===== src/rtl/uart_mmio_periph.sv =====
// uart_mmio_periph
// Memory-mapped 8N1 UART on the CPU MEM-stage data bus.
//   TXD (BASE)   : write starts a frame when idle; reads return 0.
//   RXD (BASE+4) : read returns the last received byte and clears rx_ready.
//   CON (BASE+8) : [0]tx_ie [1]rx_ie [2]tx_done [3]rx_ready [4]tx_busy
//                  [5]frame_err [6]overrun. A write sets tx_ie/rx_ie from
//                  wdata[1:0]. A read clears tx_done/frame_err/overrun and
//                  returns the value they had before the clear.
// Ports:
//   clk, reset        clock (rising edge), asynchronous active-high reset
//   rd, wr            bus read / write strobes
//   addr, wdata       byte address (full decode) and write data
//   rdata             combinational read data, 0 unless a mapped register is read
//   uart_rx, uart_tx  serial input (asynchronous) and registered serial output
//   irq               level interrupt: (tx_ie & tx_done) | (rx_ie & rx_ready)
module uart_mmio_periph #(
    parameter int          BAUD_DIV = 326,
    parameter logic [31:0] BASE     = 32'h4000_0018
) (
    input  logic        clk,
    input  logic        reset,
    input  logic        rd,
    input  logic        wr,
    input  logic [31:0] addr,
    input  logic [31:0] wdata,
    output logic [31:0] rdata,
    input  logic        uart_rx,
    output logic        uart_tx,
    output logic        irq
);

    localparam int          TW       = (BAUD_DIV > 1) ? $clog2(BAUD_DIV) : 1;
    localparam logic [31:0] ADDR_TXD = BASE;
    localparam logic [31:0] ADDR_RXD = BASE + 32'd4;
    localparam logic [31:0] ADDR_CON = BASE + 32'd8;

    typedef enum logic [1:0] {ST_IDLE, ST_START, ST_DATA, ST_STOP} uart_state_t;

    // Oversample tick: free-running, shared by both directions.
    logic [TW-1:0] tick_cnt;
    logic          tick;

    assign tick = (tick_cnt == TW'(BAUD_DIV - 1));

    always_ff @(posedge clk or posedge reset) begin
        if (reset) tick_cnt <= '0;
        else if (tick) tick_cnt <= '0;
        else tick_cnt <= tick_cnt + TW'(1);
    end

    // Bus decode.
    logic txd_wr, con_wr, con_rd, rxd_rd;
    logic unused_wdata_bits;

    assign txd_wr = wr && (addr == ADDR_TXD);
    assign con_wr = wr && (addr == ADDR_CON);
    assign con_rd = rd && (addr == ADDR_CON);
    assign rxd_rd = rd && (addr == ADDR_RXD);
    assign unused_wdata_bits = ^wdata[31:8];

    logic       tx_ie, rx_ie, tx_done, rx_ready, frame_err, overrun;
    logic [7:0] rx_data;
    logic       tx_busy;

    always_comb begin
        rdata = '0;
        if (con_rd)
            rdata = {25'b0, overrun, frame_err, tx_busy, rx_ready, tx_done, rx_ie, tx_ie};
        else if (rxd_rd)
            rdata = {24'b0, rx_data};
    end

    assign irq = (tx_ie && tx_done) || (rx_ie && rx_ready);

    // RX synchroniser: p0 may go metastable, only p1 is used downstream.
    logic rx_sync_p0, rx_sync_p1;

    always_ff @(posedge clk or posedge reset) begin
        if (reset) begin
            rx_sync_p0 <= 1'b1;
            rx_sync_p1 <= 1'b1;
        end else begin
            rx_sync_p0 <= uart_rx;
            rx_sync_p1 <= rx_sync_p0;
        end
    end

    // RX FSM.
    uart_state_t rx_state, rx_state_next;
    logic [3:0]  rx_cnt;
    logic [2:0]  rx_bit;
    logic [7:0]  rx_shift;
    logic        rx_cnt_clr, rx_sample, rx_stop_ok, rx_stop_err;

    always_comb begin
        rx_state_next = rx_state;
        rx_cnt_clr    = 1'b0;
        rx_sample     = 1'b0;
        rx_stop_ok    = 1'b0;
        rx_stop_err   = 1'b0;
        case (rx_state)
            ST_IDLE: begin
                if (!rx_sync_p1) begin
                    rx_state_next = ST_START;
                    rx_cnt_clr    = 1'b1;
                end
            end
            ST_START: begin
                // Half a bit in: a line already back high was a glitch.
                if (tick && rx_cnt == 4'd7) begin
                    rx_cnt_clr    = 1'b1;
                    rx_state_next = rx_sync_p1 ? ST_IDLE : ST_DATA;
                end
            end
            ST_DATA: begin
                if (tick && rx_cnt == 4'd15) begin
                    rx_cnt_clr = 1'b1;
                    rx_sample  = 1'b1;
                    if (rx_bit == 3'd7) rx_state_next = ST_STOP;
                end
            end
            ST_STOP: begin
                if (tick && rx_cnt == 4'd15) begin
                    rx_cnt_clr    = 1'b1;
                    rx_state_next = ST_IDLE;
                    if (rx_sync_p1) rx_stop_ok  = 1'b1;
                    else            rx_stop_err = 1'b1;
                end
            end
            default: rx_state_next = ST_IDLE;
        endcase
    end

    always_ff @(posedge clk or posedge reset) begin
        if (reset) begin
            rx_state <= ST_IDLE;
            rx_cnt   <= '0;
            rx_bit   <= '0;
            rx_shift <= '0;
        end else begin
            rx_state <= rx_state_next;
            if (rx_cnt_clr) rx_cnt <= '0;
            else if (tick)  rx_cnt <= rx_cnt + 4'd1;
            if (rx_state != ST_DATA) rx_bit <= '0;
            else if (rx_sample)      rx_bit <= rx_bit + 3'd1;
            // LSB arrives first, so shift in from the top.
            if (rx_sample) rx_shift <= {rx_sync_p1, rx_shift[7:1]};
        end
    end

    // TX FSM.
    uart_state_t tx_state, tx_state_next;
    logic [3:0]  tx_cnt;
    logic [2:0]  tx_bit;
    logic [7:0]  tx_shift, tx_shift_next;
    logic        tx_cnt_clr, tx_shift_en, tx_finish, tx_line_next;

    assign tx_busy = (tx_state != ST_IDLE);

    always_comb begin
        tx_state_next = tx_state;
        tx_cnt_clr    = 1'b0;
        tx_shift_en   = 1'b0;
        tx_finish     = 1'b0;
        tx_shift_next = tx_shift;
        case (tx_state)
            ST_IDLE: begin
                if (txd_wr) begin
                    tx_state_next = ST_START;
                    tx_cnt_clr    = 1'b1;
                    tx_shift_next = wdata[7:0];
                end
            end
            ST_START: begin
                if (tick && tx_cnt == 4'd15) begin
                    tx_cnt_clr    = 1'b1;
                    tx_state_next = ST_DATA;
                end
            end
            ST_DATA: begin
                if (tick && tx_cnt == 4'd15) begin
                    tx_cnt_clr    = 1'b1;
                    tx_shift_en   = 1'b1;
                    tx_shift_next = {1'b0, tx_shift[7:1]};
                    if (tx_bit == 3'd7) tx_state_next = ST_STOP;
                end
            end
            ST_STOP: begin
                if (tick && tx_cnt == 4'd15) begin
                    tx_cnt_clr    = 1'b1;
                    tx_finish     = 1'b1;
                    tx_state_next = ST_IDLE;
                end
            end
            default: tx_state_next = ST_IDLE;
        endcase

        // Line level follows the state being entered, so uart_tx is a plain flop.
        case (tx_state_next)
            ST_START: tx_line_next = 1'b0;
            ST_DATA:  tx_line_next = tx_shift_next[0];
            default:  tx_line_next = 1'b1;
        endcase
    end

    always_ff @(posedge clk or posedge reset) begin
        if (reset) begin
            tx_state <= ST_IDLE;
            tx_cnt   <= '0;
            tx_bit   <= '0;
            tx_shift <= '0;
            uart_tx  <= 1'b1;
        end else begin
            tx_state <= tx_state_next;
            tx_shift <= tx_shift_next;
            uart_tx  <= tx_line_next;
            if (tx_cnt_clr) tx_cnt <= '0;
            else if (tick)  tx_cnt <= tx_cnt + 4'd1;
            if (tx_state != ST_DATA) tx_bit <= '0;
            else if (tx_shift_en)    tx_bit <= tx_bit + 3'd1;
        end
    end

    // Flags and control registers; a set on the same edge as a clear wins.
    always_ff @(posedge clk or posedge reset) begin
        if (reset) begin
            tx_ie     <= 1'b0;
            rx_ie     <= 1'b0;
            tx_done   <= 1'b0;
            rx_ready  <= 1'b0;
            frame_err <= 1'b0;
            overrun   <= 1'b0;
            rx_data   <= '0;
        end else begin
            if (con_wr) begin
                tx_ie <= wdata[0];
                rx_ie <= wdata[1];
            end
            tx_done   <= tx_finish   || (tx_done   && !con_rd);
            frame_err <= rx_stop_err || (frame_err && !con_rd);
            overrun   <= (rx_stop_ok && rx_ready) || (overrun && !con_rd);
            rx_ready  <= rx_stop_ok  || (rx_ready  && !rxd_rd);
            if (rx_stop_ok) rx_data <= rx_shift;
        end
    end

endmodule


===== config.mk =====
export PLATFORM = sky130hd
export DESIGN_NAME = uart_mmio_periph
export DESIGN_NICKNAME = d
export VERILOG_FILES = /design/src/rtl/uart_mmio_periph.sv
export SDC_FILE = /design/constraint.sdc
export NUM_CORES = 1
export LEC_CHECK = 0
export CAP_MARGIN = 20
export CORE_MARGIN = 2
export CORE_UTILIZATION = 46
export DETAILED_ROUTE_END_ITERATION = 10
export PLACE_DENSITY = 0.79
export SLEW_MARGIN = 20
export SYNTH_ARGS = -nofsm -noshare
export SYNTH_HDL_FRONTEND = slang
export SYNTH_SLANG_ARGS = --single-unit

===== constraint.sdc =====
create_clock -name clk -period 4.5 [get_ports clk]
set_input_delay 1.35 -clock clk [delete_from_list [all_inputs] [get_ports clk]]
set_output_delay 1.35 -clock clk [all_outputs]
set_load 0.03 [all_outputs]

; Yosys cells after proc, flatten, opt, wreduce, memory -nomap -nowiden
; Index checks and enable logic that the tools add are counted.
[word_totals]
ff_bits = 60
output_inout_bits = 34
[classes]
add_sub_neg = 5
n_eq_ne = 26
mux = 43
n_reduce_logical = 33
[ops]
columns = op, count
row1 = 32-bit by 31-bit == test with 1-bit output (second input constant), 3
row2 = 8-bit 2-to-1 mux, 4
row3 = 2-bit 2-to-1 mux, 11
row4 = 2-bit inequality test (second input constant), 9
row5 = 4-bit 2-to-1 mux, 4
row6 = 2-bit one-hot mux with 4 select lines, 2
row7 = 8-bit one-hot mux with 2 select lines, 1
row8 = 1-bit logical AND, 14
row9 = 1-bit 2-to-1 mux, 13
row10 = 3-bit 2-to-1 mux, 4
row11 = 2-bit nonzero test, 6
row12 = 2-bit == test (second input constant), 5
row13 = 9-bit by 1-bit adder with 9-bit output (second input constant), 1
row14 = 9-bit == test (second input constant), 1
row15 = 9-bit 2-to-1 mux, 1
row16 = 4-bit by 1-bit adder with 4-bit output (second input constant), 2
row17 = 4-bit == test (second input constant), 2
row18 = 3-bit by 1-bit adder with 3-bit output (second input constant), 2
row19 = 2-bit by 1-bit == test with 1-bit output (second input constant), 3
row20 = 3-bit == test (second input constant), 2
row21 = 1-bit logical OR, 5
row22 = 5-bit AND reduction, 1
row23 = 4-bit by 3-bit == test with 1-bit output (second input constant), 1
row24 = 2-bit logical NOT, 2
row25 = other kinds (6), 8

; Logic depth before layout (Yosys ltp)
; Gate-level depths: netlist of run 1.
[depth]
word_depth = 6
ltp_mapped = 9
mapped_depth_nobuf = 7

; Worst setup path after synthesis of run 1
; Ideal clock, no wire load.
[synth_path]
path_type = in2out
start = input addr[27]
end = output rdata[4]
arrival_ps = 3178
t_required_ps = 3150
setup_slack_ps = -28
path_stages = 6
cell_sequence = or4_4 -> or4b_4 -> nor3_2 -> and3_1 -> buf_2 -> o2bb2ai_1
[synth_between]
elab_chain_cells = 4
elab_cells_between_ends = 6
classes_between = 2 x eq/ne / 2 x mux / 2 x reduce/logical
[synth_lines]
columns = item, line_no
row1 = from (decl), 24  ; input logic [31:0] addr,
row2 = 32-bit by 31-bit == test with 1-bit output, 58  ; assign rxd_rd = rd && (addr == ADDR_RXD);
row3 = 1-bit logical AND, 58
row4 = 8-bit 2-to-1 mux, 69  ; else if (rxd_rd)
row5 = 8-bit 2-to-1 mux *, 67  ; if (con_rd)
row6 = to (decl), 26  ; output logic [31:0] rdata,
; Mark *: on every way between the ends. The rest lies on a longest branch, timed or not.

; Worst setup path after layout of run 1
[layout_path]
start = input addr[28]
end = output rdata[7]
; The elaborated chain is that of the path after synthesis.

==> results of run 1 <==
[per-layer routing]
| metal | up-vias | GRT usage | share of wire |
|---|---|---|---|
| met1 | 1111 | 0.224 | 0.42 |
| li1 | 1090 | - | - |
| met2 | 84 | 0.298 | 0.50 |
| met5 | - | 0 | 0 |
| met3 | 2 | 0.0712 | 0.081 |
| met4 | 0 | 0.0563 | 0.0035 |
[cell families (layout without fill, tap and decap cells)]
logic type               after synthesis  after routing  share of synthesized area
other                                  1             24                    0.00122
XOR/XNOR                              17             17                     0.0485
buffers and inverters                 39             88                     0.0806
adder cells (fa/ha/maj)                8              8                     0.0326
multiplexers                          20             20                     0.0725
AND/OR/NAND/NOR                       87             87                      0.162
AO/OA/AOI/OAI                         47             47                      0.113
flip-flops                            60             60                      0.490
[flip-flops by register name (all words and copies together) (netlist names), named ones only]
signal      cells
rx_ready        1
rx_cnt          4
tx_shift        8
uart_tx         1
tx_state        2
rx_shift        8
tx_bit          3
tx_cnt          4
rx_data         8
frame_err       1
overrun         1
rx_ie           1
rx_sync_p0      1
tx_done         1
rx_bit          3
tick_cnt        9
tx_ie           1
rx_sync_p1      1
rx_state        1
[power by group]
part,switching [W],internal (W),leakage (nW),total [W]
sequential,0.000000883,0.000541,0.782,0.000542
clock,0.000211,0.000369,0.117,0.000580
combinational,0.0000471,0.0000356,1.01,0.0000827
[worst max-delay path: cells and delay by family]
kind	cells	cell delay [ps]
AND/OR/NAND/NOR	5	1640
buffers and inverters	3	340
[through the flow]
stage,std cells,total power (W),hold WS [ps]
final,428,0.00120,357
after global routing,428,0.00126,365
after CTS,428,0.00122,357
after detailed placement,411,0.000635,347
after global placement,411,0.000635,347
after floorplan,302,0.000605,345
[worst max path at each step]
stage / to / startpoint / slack, ps
2_1_floorplan: rdata[4] / addr[27] / -30
3_3_place_gp: rdata[4] / addr[27] / -490
3_5_place_dp: rdata[4] / addr[27] / -540
4_1_cts: rdata[7] / addr[28] / -180
5_1_grt: rdata[7] / addr[28] / -230
6_report: rdata[7] / addr[28] / -180
[cell type report]
type | instances | area share
Inverter | 5 | 0.00470
Clock buffer | 10 | 0.0320
Tap cell | 77 | 0.0241
Clock inverter | 6 | 0.0279
Multi-Input combinational cell | 203 | 0.372
Timing Repair Buffer | 67 | 0.162
Sequential cell | 60 | 0.377
[layout by cell type, fill, tap and decap left out, drive strengths merged, types with 4 or more instances in the layout]
master	Yosys	final
a21o	6	6
ha	8	8
clkdlybuf4s50	0	42
nor2b	4	4
inv	5	6
xnor2	10	10
nand3	7	7
and3	7	7
a21oi	10	10
buf	28	24
conb	1	24
nand4	6	6
mux2	18	18
xor2	7	7
nand2	16	16
a22o	14	14
nor2	23	23
dfrtp	57	57
clkbuf	6	10
nor4	8	8
[timing repair]
| action | 4_1_cts | 5_1_grt |
|---|---|---|
| endpoints found under the setup margin | 8 | 8 |
| setup buffers | 1 | 0 |
| pin swaps | 5 | 5 |
| resized for setup | 31 | 2 |
| hold buffers | 0 | 0 |
==> impl_metrics.toml, run 1 <==
[grt]
globalRouteTotalUtil = 0.182
grt_pass1_vias = 2200
grt_max_degree = 34
grt_pass1_wl_um = 10300
grt_overflow = 0
antenna_found_initial = 0

[power]
vdd_drop_max_uv = 127
p_leak_nw = 1.91
pwr_density_cell_mw_per_mm2 = 302

[drt]
detail_route.first_pass.iterations = 9
postRouteAntennaNets = 0
finalWirelength_um = 6250
vias_per_cell = 5.34
drtIter0Drc = 126
wl_per_cell_um = 14.6
vias = 2287
drc = 15

[synth]
synth-seq-area-share = 0.490
synth.area.top_cells = "dfrtp_1, mux2_2, buf_4"
netlist_instances = 279
synthesis.area_mm2 = 0.00307
syn_area_per_cell_um2 = 11.0
ys_warn_count = 0
yosys.area.top_type = "dfrtp_1"
synthDistinctLibCells = 50
synth-edff-count = 0
synth_top_area_frac = 0.464
synth.most_common_cell = "dfrtp_1"
synth_top_flop_cell = "dfrtp_1"
ys_seq_elements = 60
synthArstFlopShare = 1.00
ys_top_cells_by_count = "dfrtp_1, buf_4, nor2_1"

[timing]
setup_viol = 8
fin_crit_sh = 1.04
relSlewSlack = 0.607
setup_tns_ps = -1300
drv_slew = 0
period_needed_ps = 4680
worst_slew_pin_slew_ps = 588
fmax_mhz = 214
hold_violations = 0
finalWorstSetupSlack_ps = -177
rsz0062_at_grt = "yes"
finClkSkew_ps = 8.73

[min_path]
holdPathEnd = "rx_sync_p1"
min_path_type = "reg2reg"
min_path_cells = 0
hold_path.startpoint = "rx_sync_p0"

[worst_setup_path]
path_max_fanout = 5
path_cells = "buf_6, or4_4, or4b_4, nor3_4, and3_4, buf_6, and2_4, buf_6"
rr_endpoint = "rx_data[1]"
cp-end-kind = "output pin"
r2r_setup_slack_ps = 2170
criticalPathCategory = "in2out"
cp.arrival_ps = 3330
cp.required_ps = 3150
rr_worst_depth = 5
path_common_cell = "buf_6"
cp_slowest_stage_delay_ps = 530
r2r_start = "tick_cnt[3]"
start_kind = "input pin"
cpMaxStageDelayCell = "or4_4"

[die]
boundaryPins = 103
die_x_um = 85.7
start_util = 0.478
dieArea_mm2 = 0.00735
die_y_um = 85.7
num_rows = 29
core-area_mm2 = 0.00642

[finish]
fill_cells = 487
regArea_mm2 = 0.00151
num-nets-final = 423
multi_input_area_mm2 = 0.00148
area_growth_pct = 29.8
antenna_cells = 0
fin_util = 0.621
final_layout_size_suffix_gt1_frac = 0.231
stdcell_area_mm2 = 0.00399

[clock_tree]
cts_buffers = 9
clk_latency_ps = 330
htree_levels = 3
cts.root.buffer_cell = "clkbuf_8"
path_clk_slew_ps = 70
cts_tree = "built"
cts.sinks = 60
clk_path_buf_depth = 2

[placed_design]
port_buffers = 54
dp_slack_ps = -542
place_area_mm2 = 0.00365
dp_hpwl_um = 4500
place.gp.congestion = 0.782

[run_status]
failed_checks = "design-rule violations, negative setup slack"
status = "finished with violations"

[job]
cap_violations = 0
No activity file was read; power rests on OpenSTA's default activity.
==> run 2: changes to the inputs <==
- CAP_MARGIN: 20 -> 5
- CTS_BUF_LIST: not set -> sky130_fd_sc_hd__clkbuf_16
==> run 2 against run 1 <==
Net effect: the flow still finishes with violations (design-rule violations, negative setup slack); clock skew down 3.9 ps; sequential power about the same; wire length up 3.0%; count of clock-buffer cells in the layout down 1; sequential share of layout area down 1.1 points; non-clock buffer count up 3; critical endpoint unchanged; largest cell class unchanged.
==> impl_metrics.toml, run 2 (synthesized netlist as in run 1, its figures left out) <==
[drt]
vias_per_cell = 5.36
drtIter0Drc = 162
postRouteAntennaNets = 0
drc = 15
wl_per_cell_um = 14.9
finalWirelength_um = 6430
detail_route.first_pass.iterations = 8
vias = 2309

[finish]
regArea_mm2 = 0.00151
final_layout_size_suffix_gt1_frac = 0.237
area_growth_pct = 33.9
largest_reg_flops = 9
multi_input_area_mm2 = 0.00148
num-nets-final = 426
fin_cells = 431
layout_commonest_cell = "dfrtp_1"
antenna_cells = 0
largest-register = "tick_cnt"
mostFrequentLayoutCells = "dfrtp_1, clkdlybuf4s50_1, conb_1"
fill_cells = 468

[power]
vdd_drop_max_uv = 193
pwr_density_cell_mw_per_mm2 = 340
p_leak_nw = 1.97
power.total_w = 0.00140

[die]
die_y_um = 85.7
start_util = 0.478
die_x_um = 85.7
num_rows = 29
dieArea_mm2 = 0.00735
core-area_mm2 = 0.00642
boundaryPins = 103

[job]
cap_violations = 0

[timing]
finalWorstSetupSlack_ps = -193
drv_slew = 0
setup_viol = 8
rsz0062_at_grt = "yes"
relSlewSlack = 0.614
setup_tns_ps = -1450
worst_slew_pin_slew_ps = 578
finClkSkew_ps = 4.85
hold_violations = 0
fin_crit_sh = 1.04
fmax_mhz = 213
period_needed_ps = 4690

[clock_tree]
cts_tree = "built"
ctsHoldBuffers = 0
cts_buffers = 9
clk_latency_ps = 320
cts.sinks = 60
clk_path_buf_depth = 2
path_clk_slew_ps = 50
htree_levels = 3
cts.root.buffer_cell = "clkbuf_16"

[grt]
grt_pass1_vias = 2228
globalRouteTotalUtil = 0.183
grt_overflow = 0
grt_pass1_wl_um = 10600
grt_max_degree = 34
antenna_found_initial = 0

[placed_design]
place.gp.congestion = 0.782
dp.cells = 411
dp_hpwl_um = 4500
port_buffers = 54

[worst_setup_path]
cp-end-kind = "output pin"
rr_endpoint = "rx_data[1]"
path_max_fanout = 5
criticalPathCategory = "in2out"
r2r_setup_slack_ps = 2100
cp.required_ps = 3150
worstSetupStartpoint = "addr[28]"
start_kind = "input pin"
r2r_start = "tick_cnt[3]"
rr_worst_depth = 5
cp.arrival_ps = 3340
crit_end = "rdata[7]"

[run_status]
failed_checks = "design-rule violations, negative setup slack"
status = "finished with violations"

[min_path]
min_path_type = "reg2reg"
## run 2: power by group
part / total (W) / leakage (nW) / switching (W) / internal [W]
sequential: 0.000543 / 0.782 / 0.000000885 / 0.000542
combinational: 0.0000828 / 1.02 / 0.0000471 / 0.0000357
clock: 0.000773 / 0.167 / 0.000234 / 0.000539
## run 2: area by class of cell
| type | instances | area share |
|---|---|---|
| clock buffer | 9 | 0.0547 |
| clock inverter | 7 | 0.0280 |
| inverter | 5 | 0.00456 |
| multi-input combinational | 203 | 0.361 |
| sequential | 60 | 0.366 |
| tap | 77 | 0.0234 |
| timing repair buffer | 70 | 0.163 |
## run 2: how the worst min path moves through the flow
| stage | from | to | slack [ps] | cells after the start |
|---|---|---|---|---|
| after floorplan | rx_sync_p0 | rx_sync_p1 | 350 | 0 |
| after global placement | rx_sync_p0 | rx_sync_p1 | 350 | 0 |
| after detailed placement | rx_sync_p0 | rx_sync_p1 | 350 | 0 |
| after CTS | rx_sync_p0 | rx_sync_p1 | 350 | 0 |
| after global routing | rx_sync_p0 | rx_sync_p1 | 360 | 0 |
| final | rx_sync_p0 | rx_sync_p1 | 350 | 0 |
## run 2: routing by layer
layer / vias to the layer above / GRT usage / wire length [um]
li1: 1094 / - / -
met1: 1128 / 0.229 / 2690
met2: 78 / 0.306 / 3210
met3: 9 / 0.0587 / 453
met4: 0 / 0.0519 / 77
met5: - / 0 / 0
## run 2: worst max-delay path, cell delays in order
cell	delay, ps
buf_6	90
or4_4	530
or4b_4	520
nor3_4	230
and3_4	230
buf_6	130
and2_4	140
buf_6	120
## run 2: repair_timing
item	in CTS	in global routing
setup endpoints to repair	8	8
pin swaps	5	5
gates resized for setup	31	2
setup buffers	2	2
## run 2: metrics by stage
stage	util	worst slack [ps]	hold slack [ps]	area [um2]
final	0.641	-193	354	4110
after global routing	0.641	-233	362	4110
after CTS	0.636	-189	355	4090
after detailed placement	0.568	-542	347	3650
after global placement	0.568	-486	347	3650
after floorplan	-	-28.3	345	3170
==> run 3: changes to the inputs <==
- SKIP_LAST_GASP: not set -> 1
==> results of run 3 <==
No change in the layout: final DEF, timing and power equal those of run 2.
